**src/rtl/game_pkg.sv**
```systemverilog
// rtl/game_pkg.sv - shared state, colour and VGA width definitions for the game core
package game_pkg;

  typedef enum logic [2:0] {
    ST_IDLE,
    ST_DRAW,
    ST_WAIT_BEAT,
    ST_FETCH,
    ST_SHIFT,
    ST_DONE
  } state_e;

  localparam int VGA_XW = 8;
  localparam int VGA_YW = 7;
  localparam int VGA_CW = 3;

  localparam logic [VGA_CW-1:0] BLACK = 3'd0;

  // Lane l is drawn in palette entry l+1 so that colour 0 always means empty.
  function automatic logic [VGA_CW-1:0] lane_colour(input int lane);
    return VGA_CW'(lane + 1);
  endfunction

endpackage

```
**src/rtl/box_pixel_scanner.sv**
```systemverilog
// rtl/box_pixel_scanner.sv - row/lane/py/px scan counters producing VGA pixel coordinates
// Ports:
//   clock, reset      rising-edge clock, synchronous active-low reset
//   go                restart the scan at row 0, lane 0, pixel (0,0)
//   advance           step to the next pixel (px fastest, then py, lane, row)
//   lane, row         box currently addressed
//   vga_x, vga_y      registered screen coordinates of the current pixel
//   last              current pixel is the final one of the pass
module box_pixel_scanner import game_pkg::*; #(
  parameter int LANES = 4,
  parameter int ROWS  = 8,
  parameter int BOX_W = 8,
  parameter int BOX_H = 8,
  parameter int X0    = 16,
  parameter int Y0    = 0,
  localparam int LW   = (LANES > 1) ? $clog2(LANES) : 1,
  localparam int RW   = (ROWS  > 1) ? $clog2(ROWS)  : 1
) (
  input  logic              clock,
  input  logic              reset,
  input  logic              go,
  input  logic              advance,
  output logic [LW-1:0]     lane,
  output logic [RW-1:0]     row,
  output logic [VGA_XW-1:0] vga_x,
  output logic [VGA_YW-1:0] vga_y,
  output logic              last
);

  localparam int PXW = (BOX_W > 1) ? $clog2(BOX_W) : 1;
  localparam int PYW = (BOX_H > 1) ? $clog2(BOX_H) : 1;

  logic [PXW-1:0]    px_q, px_d;
  logic [PYW-1:0]    py_q, py_d;
  logic [LW-1:0]     lane_q, lane_d;
  logic [RW-1:0]     row_q, row_d;
  logic [VGA_XW-1:0] x_q, x_d;
  logic [VGA_YW-1:0] y_q, y_d;

  always_comb begin
    px_d   = px_q;
    py_d   = py_q;
    lane_d = lane_q;
    row_d  = row_q;
    if (go) begin
      px_d   = '0;
      py_d   = '0;
      lane_d = '0;
      row_d  = '0;
    end else if (advance) begin
      if (px_q == PXW'(BOX_W - 1)) begin
        px_d = '0;
        if (py_q == PYW'(BOX_H - 1)) begin
          py_d = '0;
          if (lane_q == LW'(LANES - 1)) begin
            lane_d = '0;
            row_d  = (row_q == RW'(ROWS - 1)) ? '0 : row_q + RW'(1);
          end else begin
            lane_d = lane_q + LW'(1);
          end
        end else begin
          py_d = py_q + PYW'(1);
        end
      end else begin
        px_d = px_q + PXW'(1);
      end
    end
    // Coordinates follow the next counter values so they land on the same edge.
    x_d = VGA_XW'(X0 + int'(lane_d) * BOX_W + int'(px_d));
    y_d = VGA_YW'(Y0 + int'(row_d) * BOX_H + int'(py_d));
  end

  always_ff @(posedge clock) begin
    if (!reset) begin
      px_q   <= '0;
      py_q   <= '0;
      lane_q <= '0;
      row_q  <= '0;
      x_q    <= '0;
      y_q    <= '0;
    end else begin
      px_q   <= px_d;
      py_q   <= py_d;
      lane_q <= lane_d;
      row_q  <= row_d;
      if (go || advance) begin
        x_q <= x_d;
        y_q <= y_d;
      end
    end
  end

  assign lane  = lane_q;
  assign row   = row_q;
  assign vga_x = x_q;
  assign vga_y = y_q;
  assign last  = (px_q == PXW'(BOX_W - 1)) && (py_q == PYW'(BOX_H - 1)) &&
                 (lane_q == LW'(LANES - 1)) && (row_q == RW'(ROWS - 1));

endmodule

```
**src/rtl/lane_render_sequencer.sv**
```systemverilog
// rtl/lane_render_sequencer.sv - beat-driven note grid sequencer with scoring and VGA redraw
// Optional feature macro: MISS_PENALTY_EN (bottom-row notes without a hit subtract HIT_PTS).
// Ports:
//   clock, reset                  rising-edge clock, synchronous active-low reset
//   start, pause                  song start pulse, beat timer freeze level
//   song_addr, song_data          song ROM address out, note bits back one cycle later
//   lane_hit                      synchronised player lane strobes
//   vga_x, vga_y, vga_colour,
//   vga_plot                      VGA adapter plot port
//   score, busy, song_done        running score and status
module lane_render_sequencer import game_pkg::*; #(
  parameter int LANES       = 4,
  parameter int ROWS        = 8,
  parameter int SONG_LEN    = 128,
  parameter int BOX_W       = 8,
  parameter int BOX_H       = 8,
  parameter int X0          = 16,
  parameter int Y0          = 0,
  parameter int BEAT_CYCLES = 12_500_000,
  parameter int HIT_PTS     = 1,
  localparam int SONG_AW    = (SONG_LEN > 1) ? $clog2(SONG_LEN) : 1
) (
  input  logic               clock,
  input  logic               reset,
  input  logic               start,
  input  logic               pause,
  output logic [SONG_AW-1:0] song_addr,
  input  logic [LANES-1:0]   song_data,
  input  logic [LANES-1:0]   lane_hit,
  output logic [VGA_XW-1:0]  vga_x,
  output logic [VGA_YW-1:0]  vga_y,
  output logic [VGA_CW-1:0]  vga_colour,
  output logic               vga_plot,
  output logic [15:0]        score,
  output logic               busy,
  output logic               song_done
);

  localparam int LW  = (LANES > 1) ? $clog2(LANES) : 1;
  localparam int RW  = (ROWS  > 1) ? $clog2(ROWS)  : 1;
  localparam int BIW = $clog2(SONG_LEN + ROWS + 1);
  localparam int CW  = (BEAT_CYCLES > 1) ? $clog2(BEAT_CYCLES) : 1;

  state_e             state_q, state_d;
  logic [CW-1:0]      cnt_q, cnt_d;
  logic               pend_q, pend_d;
  logic [BIW-1:0]     beat_q, beat_d;
  // grid_q[r][l] is the note in lane l, row r; row ROWS-1 is the scoring row.
  logic [LANES-1:0]   grid_q [ROWS];
  logic [LANES-1:0]   grid_d [ROWS];
  logic [LANES-1:0]   latch_q, latch_d;
  logic [SONG_AW-1:0] addr_q, addr_d;
  logic [15:0]        score_q, score_d;
  logic               plot_q, busy_q, done_q;
  int                 net;

  logic               scan_go, scan_adv, scan_last;
  logic [LW-1:0]      scan_lane;
  logic [RW-1:0]      scan_row;

  box_pixel_scanner #(
    .LANES(LANES), .ROWS(ROWS), .BOX_W(BOX_W), .BOX_H(BOX_H), .X0(X0), .Y0(Y0)
  ) u_scan (
    .clock   (clock),
    .reset   (reset),
    .go      (scan_go),
    .advance (scan_adv),
    .lane    (scan_lane),
    .row     (scan_row),
    .vga_x   (vga_x),
    .vga_y   (vga_y),
    .last    (scan_last)
  );

  always_comb begin
    state_d  = state_q;
    cnt_d    = cnt_q;
    pend_d   = pend_q;
    beat_d   = beat_q;
    grid_d   = grid_q;
    latch_d  = latch_q | lane_hit;
    addr_d   = addr_q;
    score_d  = score_q;
    scan_go  = 1'b0;
    scan_adv = 1'b0;
    net      = int'(score_q);

    // A second expiry with a beat already pending simply leaves pend set.
    if ((state_q == ST_DRAW || state_q == ST_WAIT_BEAT) && !pause) begin
      if (cnt_q == CW'(BEAT_CYCLES - 1)) begin
        cnt_d  = '0;
        pend_d = 1'b1;
      end else begin
        cnt_d = cnt_q + CW'(1);
      end
    end

    case (state_q)
      ST_IDLE, ST_DONE: begin
        if (start) begin
          state_d = ST_DRAW;
          cnt_d   = '0;
          pend_d  = 1'b0;
          beat_d  = '0;
          grid_d  = '{default: '0};
          latch_d = '0;
          addr_d  = '0;
          score_d = '0;
          scan_go = 1'b1;
        end
      end
      ST_DRAW: begin
        scan_adv = 1'b1;
        if (scan_last) state_d = ST_WAIT_BEAT;
      end
      ST_WAIT_BEAT: begin
        if (pend_q) begin
          state_d = ST_FETCH;
          // Present the address during FETCH so the ROM answers in SHIFT.
          if (beat_q < BIW'(SONG_LEN)) addr_d = SONG_AW'(beat_q);
        end
      end
      ST_FETCH: state_d = ST_SHIFT;
      ST_SHIFT: begin
        pend_d = 1'b0;
        for (int l = 0; l < LANES; l++) begin
          if (grid_q[ROWS-1][l]) begin
            if (latch_q[l]) net = net + HIT_PTS;
`ifdef MISS_PENALTY_EN
            else            net = net - HIT_PTS;
`endif
          end
        end
        if (net > 65535)  score_d = 16'hFFFF;
        else if (net < 0) score_d = '0;
        else              score_d = 16'(net);
        for (int r = ROWS - 1; r > 0; r--) grid_d[r] = grid_q[r-1];
        grid_d[0] = (beat_q < BIW'(SONG_LEN)) ? song_data : '0;
        latch_d   = lane_hit;
        beat_d    = beat_q + BIW'(1);
        if (beat_d == BIW'(SONG_LEN + ROWS)) begin
          state_d = ST_DONE;
        end else begin
          state_d = ST_DRAW;
          scan_go = 1'b1;
        end
      end
      default: state_d = ST_IDLE;
    endcase
  end

  always_ff @(posedge clock) begin
    if (!reset) begin
      state_q <= ST_IDLE;
      cnt_q   <= '0;
      pend_q  <= 1'b0;
      beat_q  <= '0;
      grid_q  <= '{default: '0};
      latch_q <= '0;
      addr_q  <= '0;
      score_q <= '0;
      plot_q  <= 1'b0;
      busy_q  <= 1'b0;
      done_q  <= 1'b0;
    end else begin
      state_q <= state_d;
      cnt_q   <= cnt_d;
      pend_q  <= pend_d;
      beat_q  <= beat_d;
      grid_q  <= grid_d;
      latch_q <= latch_d;
      addr_q  <= addr_d;
      score_q <= score_d;
      plot_q  <= (state_d == ST_DRAW);
      busy_q  <= (state_d != ST_IDLE) && (state_d != ST_DONE);
      done_q  <= (state_d == ST_DONE);
    end
  end

  // Grid is frozen for the whole pass, so colour follows the registered scan position.
  assign vga_colour = (plot_q && grid_q[scan_row][scan_lane]) ? lane_colour(int'(scan_lane)) : BLACK;
  assign vga_plot   = plot_q;
  assign song_addr  = addr_q;
  assign score      = score_q;
  assign busy       = busy_q;
  assign song_done  = done_q;

endmodule

```
**config.mk**
```make
export PLATFORM = sky130hd
export DESIGN_NAME = lane_render_sequencer
export DESIGN_NICKNAME = d
export VERILOG_FILES = /design/src/rtl/game_pkg.sv /design/src/rtl/box_pixel_scanner.sv /design/src/rtl/lane_render_sequencer.sv
export SDC_FILE = /design/constraint.sdc
export NUM_CORES = 1
export LEC_CHECK = 0
export BUFFER_PORTS_ARGS = -buffer_cell sky130_fd_sc_hd__buf_2
export CORE_MARGIN = 4
export CORE_UTILIZATION = 50
export CTS_CLUSTER_SIZE = 8
export DETAILED_ROUTE_END_ITERATION = 6
export PLACE_DENSITY = 0.68
export SYNTH_ARGS = -nofsm -noshare
export SYNTH_HDL_FRONTEND = slang
export SYNTH_SLANG_ARGS = --single-unit
export TNS_END_PERCENT = 5
```
**constraint.sdc**
```tcl
create_clock -name clock -period 5.3 [get_ports clock]
set_clock_uncertainty 0.1 [all_clocks]
set_input_delay 0.795 -clock clock [delete_from_list [all_inputs] [get_ports clock]]
set_output_delay 0.795 -clock clock [all_outputs]
set_load 0.01 [all_outputs]
```
**Word level (Yosys, flattened, before mapping)**

Cells that the tools add are included.

- Add/subtract/negate cells: 14
- Muxes and demuxes: 68
- Bitwise operators: 2
- Magnitude comparators: 5
- Eq/ne operators: 17
- Reductions and logical operators: 16

Operator list:

| operator | number |
|---|---|
| $mux W32 | 11 |
| $add A32 B2 Y32 const B | 3 |
| $mux W24 | 4 |
| $pmux W32 S2 | 1 |
| $mux W3 | 18 |
| $mux W16 | 3 |
| $mux W17 | 2 |
| $gt A32 B17 Y1 const B | 1 |
| $lt A32 B1 Y1 const B | 1 |
| $pmux W16 S2 | 1 |
| $add A24 B1 Y24 const B | 1 |
| $eq A24 B24 Y1 const B | 1 |
| $mux W7 | 3 |
| $eq A3 B3 Y1 const B | 6 |
| $add A16 B1 Y17 const B | 1 |
| $mux W4 | 4 |
| $pmux W8 S2 | 1 |
| $pmux W3 S5 | 1 |
| $pmux W7 S2 | 1 |
| $bmux W4 S3 | 1 |
| $mux W2 | 5 |
| $add A3 B1 Y3 const B | 3 |
| $add A8 B1 Y8 const B | 1 |
| $add A8 B4 Y8 | 1 |
| other kinds (30) | 47 |

- Output and inout bits: 44
- Input port bits: 12
- Word-level logic and storage cells: 146
- Register bits: 124

**Logic depth before layout (Yosys ltp)**

- Depth after elaboration: 20
- Gate-level depth with buffers: 18
- Mapped depth without buffers: 17

**Cells and area by module**

A second synthesis with hierarchy kept.

- Cells, all modules: 882
- Area, all modules: 7310.8 um^2

By module, submodules not included:

| module | area each (um^2) | cells an instance | seq. area each (um^2) | times used |
|---|---|---|---|---|
| lane_render_sequencer | 6327.3 | 777 | 1961.9 | 1 |
| box_pixel_scanner | 983.4 | 105 | 460.4 | 1 |

**Worst setup path before layout**

No wires, ideal clock.

- Path type: flip-flop to flip-flop
- From: reg score_q[0], in the netlist score[0]
- To: reg score_q[11], in the netlist score[11]
- Buffers on the path: 0
- Required time: 5.127 ns
- Setup slack: 1.244 ns
- Setup time: 0.073 ns
- Cell stages (with the launch flop): 16
- Arrival time: 3.883 ns
- Period minus slack after synthesis: 4.056 ns
- Cells stage by stage: dfxtp_1 ha_1 nand3_1 nand2_1 ha_1 nand3_1 nor4b_1 o211ai_1 nor4_2 mux2i_1 o211ai_1 nor4_2 xor2_1 o41a_4 and3_1 nor3_2

- Word-level cells in the longest chain between the ends: 20
- Elaborated cells between the ends (all ways): 21
- Classes of those cells: add/sub (4); order compare (2); mux (15)

Ends and longest elaborated chain:

| item | RTL line | text |
|---|---|---|
| from (decl) | lane_render_sequencer.sv:53 | `logic [15:0] score_q, score_d;` |
| from (signal assigned) | lane_render_sequencer.sv:173 | `score_q <= score_d;` |
| $add A16 B1 Y17 | lane_render_sequencer.sv:128 | `if (latch_q[l]) net = net + HIT_PTS;` |
| $mux W17 | lane_render_sequencer.sv:128 |  |
| $mux W17 * | lane_render_sequencer.sv:127 | `if (grid_q[ROWS-1][l]) begin` |
| $mux W32 * | lane_render_sequencer.sv:98 | `case (state_q)` |
| $add A32 B2 Y32 | lane_render_sequencer.sv:128 |  |
| $mux W32 | lane_render_sequencer.sv:128 |  |
| $mux W32 * | lane_render_sequencer.sv:127 |  |
| $mux W32 * | lane_render_sequencer.sv:98 |  |
| [4 not listed] | -- |  |
| $add A32 B2 Y32 | lane_render_sequencer.sv:128 |  |
| $mux W32 | lane_render_sequencer.sv:128 |  |
| $mux W32 * | lane_render_sequencer.sv:127 |  |
| $mux W32 * | lane_render_sequencer.sv:98 |  |
| $lt A32 B1 Y1 | lane_render_sequencer.sv:135 | `else if (net < 0) score_d = '0;` |
| $mux W16 | lane_render_sequencer.sv:135 |  |
| $mux W16 * | lane_render_sequencer.sv:134 | `if (net > 65535) score_d = 16'hFFFF;` |
| $pmux W16 S2 * | lane_render_sequencer.sv:98 |  |

Mark *: on every way between the ends. The rest lies on a longest branch, timed or not. The select of a mux whose other input is x is not followed.
A chain may end at the register's enable or synchronous reset.

**Worst setup path in the final report**

- From: reg score_q[1], in the netlist score[1]
- To: reg score_q[6], in the netlist score[6]

The elaborated chain is that of the path after synthesis.

==> metrics.cfg <==
[finish]
layout_common_cells = dfxtp_1 (121), nor2_1 (88), nand2_1 (85), a21oi_1 (70), buf_2 (52)
diodes = 0
final_util_pct = 58.1
final_common_cell = dfxtp_1
nets = 897
area_growth_pct = 13.3
drive_above_1_share_pct = 15.7

[drt]
num_vias = 6464
met3RoutedLength_um = 905
post_drt_wl_per_cell_um = 17.4
top_signal_layer_used = met4
antenna_left = 0
drt_wl_total_mm = 18.5
wl_met1_mm = 8.60
drc_errors = 0
drtIter0Drc = 468
wl_met2_mm = 8.59
drt_pre_antenna_iters = 5
viasPerCell = 6.07

[critical_path]
cp-end-kind = flop
critPathMaxFanout = 11
path_cells = ha_1, nand3_1, nand2_1, ha_1, nand3_1, nor4b_1, o211ai_1, o21ai_0, a2111oi_1, nor2_1, nor4_2, xor2_1, o41a_4, nor2_4, a221o_1
r2r_cells = 15
r2r_start = score[1]
crit_path_end = score[6]
worst_setup_path_start_kind = flop
worstSetupPathType = flop to flop
crit_path_max_incr_delay_ps = 650
slowest_stage = a2111oi_1
rrSetupSlack_ps = 390
rr_endpoint = score[6]
arrival_ps = 5160
critPathRequiredTime_ps = 5550
startpoint = score[1]

[timing]
slew_viol_final = 0
whs_ps = 357
finalSetupViolations = 0
rsz0062_at_grt = false
tns_ps = 0
fin_crit_ps = 4910
post-route-period-util_pct = 92.6
tightestPinTransition_ps = 1200
slew_headroom_pct = 20.1
fmax_ghz = 0.204
hold_viol_final = 0

[grt]
antenna_found_initial = 0
grt_usage_pct = 23.2
grt_max_degree = 35
grt_pass1_wl_mm = 30.9
grt_pass1_vias = 6286
grt_remaining_overflow = 0

[run_status]
status = complete, no violations

[clock_tree]
post_cts_buffers = 0
hold_buffers = 0
cts.sink_count = 121
clkLatencyLatePin_ps = 420
cts_made_buffers = 17
cts-root-buf = clkbuf_16
clk_pin_slew_ps = 60
cts_tree = done
cts_resized = 0
clockBufferDepth = 2
cts.htree.levels = 4

[power_and_ir_drop]
finalPower_uw = 2220
power_density_nw_per_um2 = 275
switchingPower_uw = 476
comb_power_share_pct = 3.1
swShare_pct = 21.4
leakagePower_uw = 0.00293
pwr-share-seq_pct = 41.7
ir_drop_mv = 0.217
intPower_uw = 1750
pwr-share-clk_pct = 55.2

[floorplan]
die_h_um = 128
dieArea_um2 = 16300
dieWidth_um = 128
core_area_um2 = 13900
start_util_pct = 51.3
std_cell_rows = 43
pin_count = 56

[placed_design]
numPortBuffers = 52
hpwl_mm = 13.1
place.gp.congestion = 1.01

[synth]
synthArstFlopShare_pct = 0
yosysWarnings = 0
synth-seq-cells = 121
synth.avg_cell_area_um2 = 8.47
synth_seq_area_share_pct = 33.9
ys.flop_type = dfxtp_1
yosys.cell_types.count = 98
syn_area_um2 = 7140
syn_inst = 843
synth_edf_count = 0

[flow_run]
maxCapViolCount = 0

[min_path]
hold_start = u_scan.vga_x[0]
worst_hold_path_type = flop to flop

-- worst min-delay path by stage --
| stage | cells after the start | slack (ps) | to |
|---|---|---|---|
| floorplan | 2 | 340 | u_scan.px_q[1] |
| global placement | 2 | 340 | u_scan.vga_x[1] |
| detailed placement | 2 | 350 | u_scan.vga_x[0] |
| CTS | 2 | 360 | u_scan.vga_x[0] |
| global route | 2 | 380 | u_scan.vga_x[0] |
| finish | 2 | 360 | u_scan.vga_x[0] |
-- synthesized netlist by cell type, types with 13 or more instances --
library cell | n | area, um2
o21ai_0 | 19 | 95.1
nand3_1 | 45 | 225
nand4_1 | 15 | 93.8
xnor2_1 | 34 | 298
a22o_1 | 22 | 193
dfxtp_1 | 121 | 2420
nor3_1 | 18 | 90.1
inv_1 | 13 | 48.8
clkbuf_1 | 33 | 124
xor2_1 | 29 | 254
a21oi_1 | 70 | 350
ha_1 | 13 | 163
nand2_1 | 85 | 319
nor2_1 | 90 | 338
-- power by group through the flow --
stage          combinational [uW]  sequential [uW]  clock (uW)
2_1_floorplan                49.6              946           0
3_3_place_gp                 66.8              947           0
3_5_place_dp                 68.0              948           0
4_1_cts                      69.0              928        1240
5_1_grt                      76.7              929        1280
6_report                     69.1              928        1230
-- cell families after synthesis --
family | after synthesis | synth area share, %
AO/OA/AOI/OAI | 193 | 19.3
adder cells (fa/ha/maj) | 13 | 2.28
multiplexers | 22 | 4.85
other | 1 | 0.0525
XOR/XNOR | 65 | 8.27
flip-flops | 121 | 33.9
AND/OR/NAND/NOR | 365 | 27.4
buffers and inverters | 63 | 3.94
-- metrics by stage --
step,instance area (um2),instances,setup slack [ps]
after floorplan,7150,845,1240
after global placement,7460,1033,781
after detailed placement,7460,1033,485
after CTS,8090,1065,478
after global routing,8090,1065,62.5
final,8090,1065,390
-- per-layer routing --
layer / up-vias / track usage, %
li1: 3138 / -
met1: 3104 / 31.2
met2: 184 / 36.6
met3: 38 / 4.77
met4: 0 / 8.83
met5: - / 0
-- area by class of cell --
cell class              count  area (um2)
well taps                 180         225
multi-input cells         661        4460
clock inverters            11         170
clock buffers              21         460
flip-flops and latches    121        2420
inverters                  14        52.6
fillers                  1236        5840
repair buffers             57         298
-- registers in the layout, summed over array words and instances, names as in the netlist, 4 cells and up --
name and cells:
u_scan.vga_y 6, beat_q 8, song_addr 7, u_scan.vga_x 6
latch_q 4, grid_q 32, cnt_q 24, score 16
-- critical path: cells and delay by family, from the launching register on --
kind	cells	cell delay, ps
compound gates	5	2100
fa+ha+maj	2	580
simple gates	7	1330
flops	1	560
xor+xnor	1	170
(Power assumes the default switching activity.)
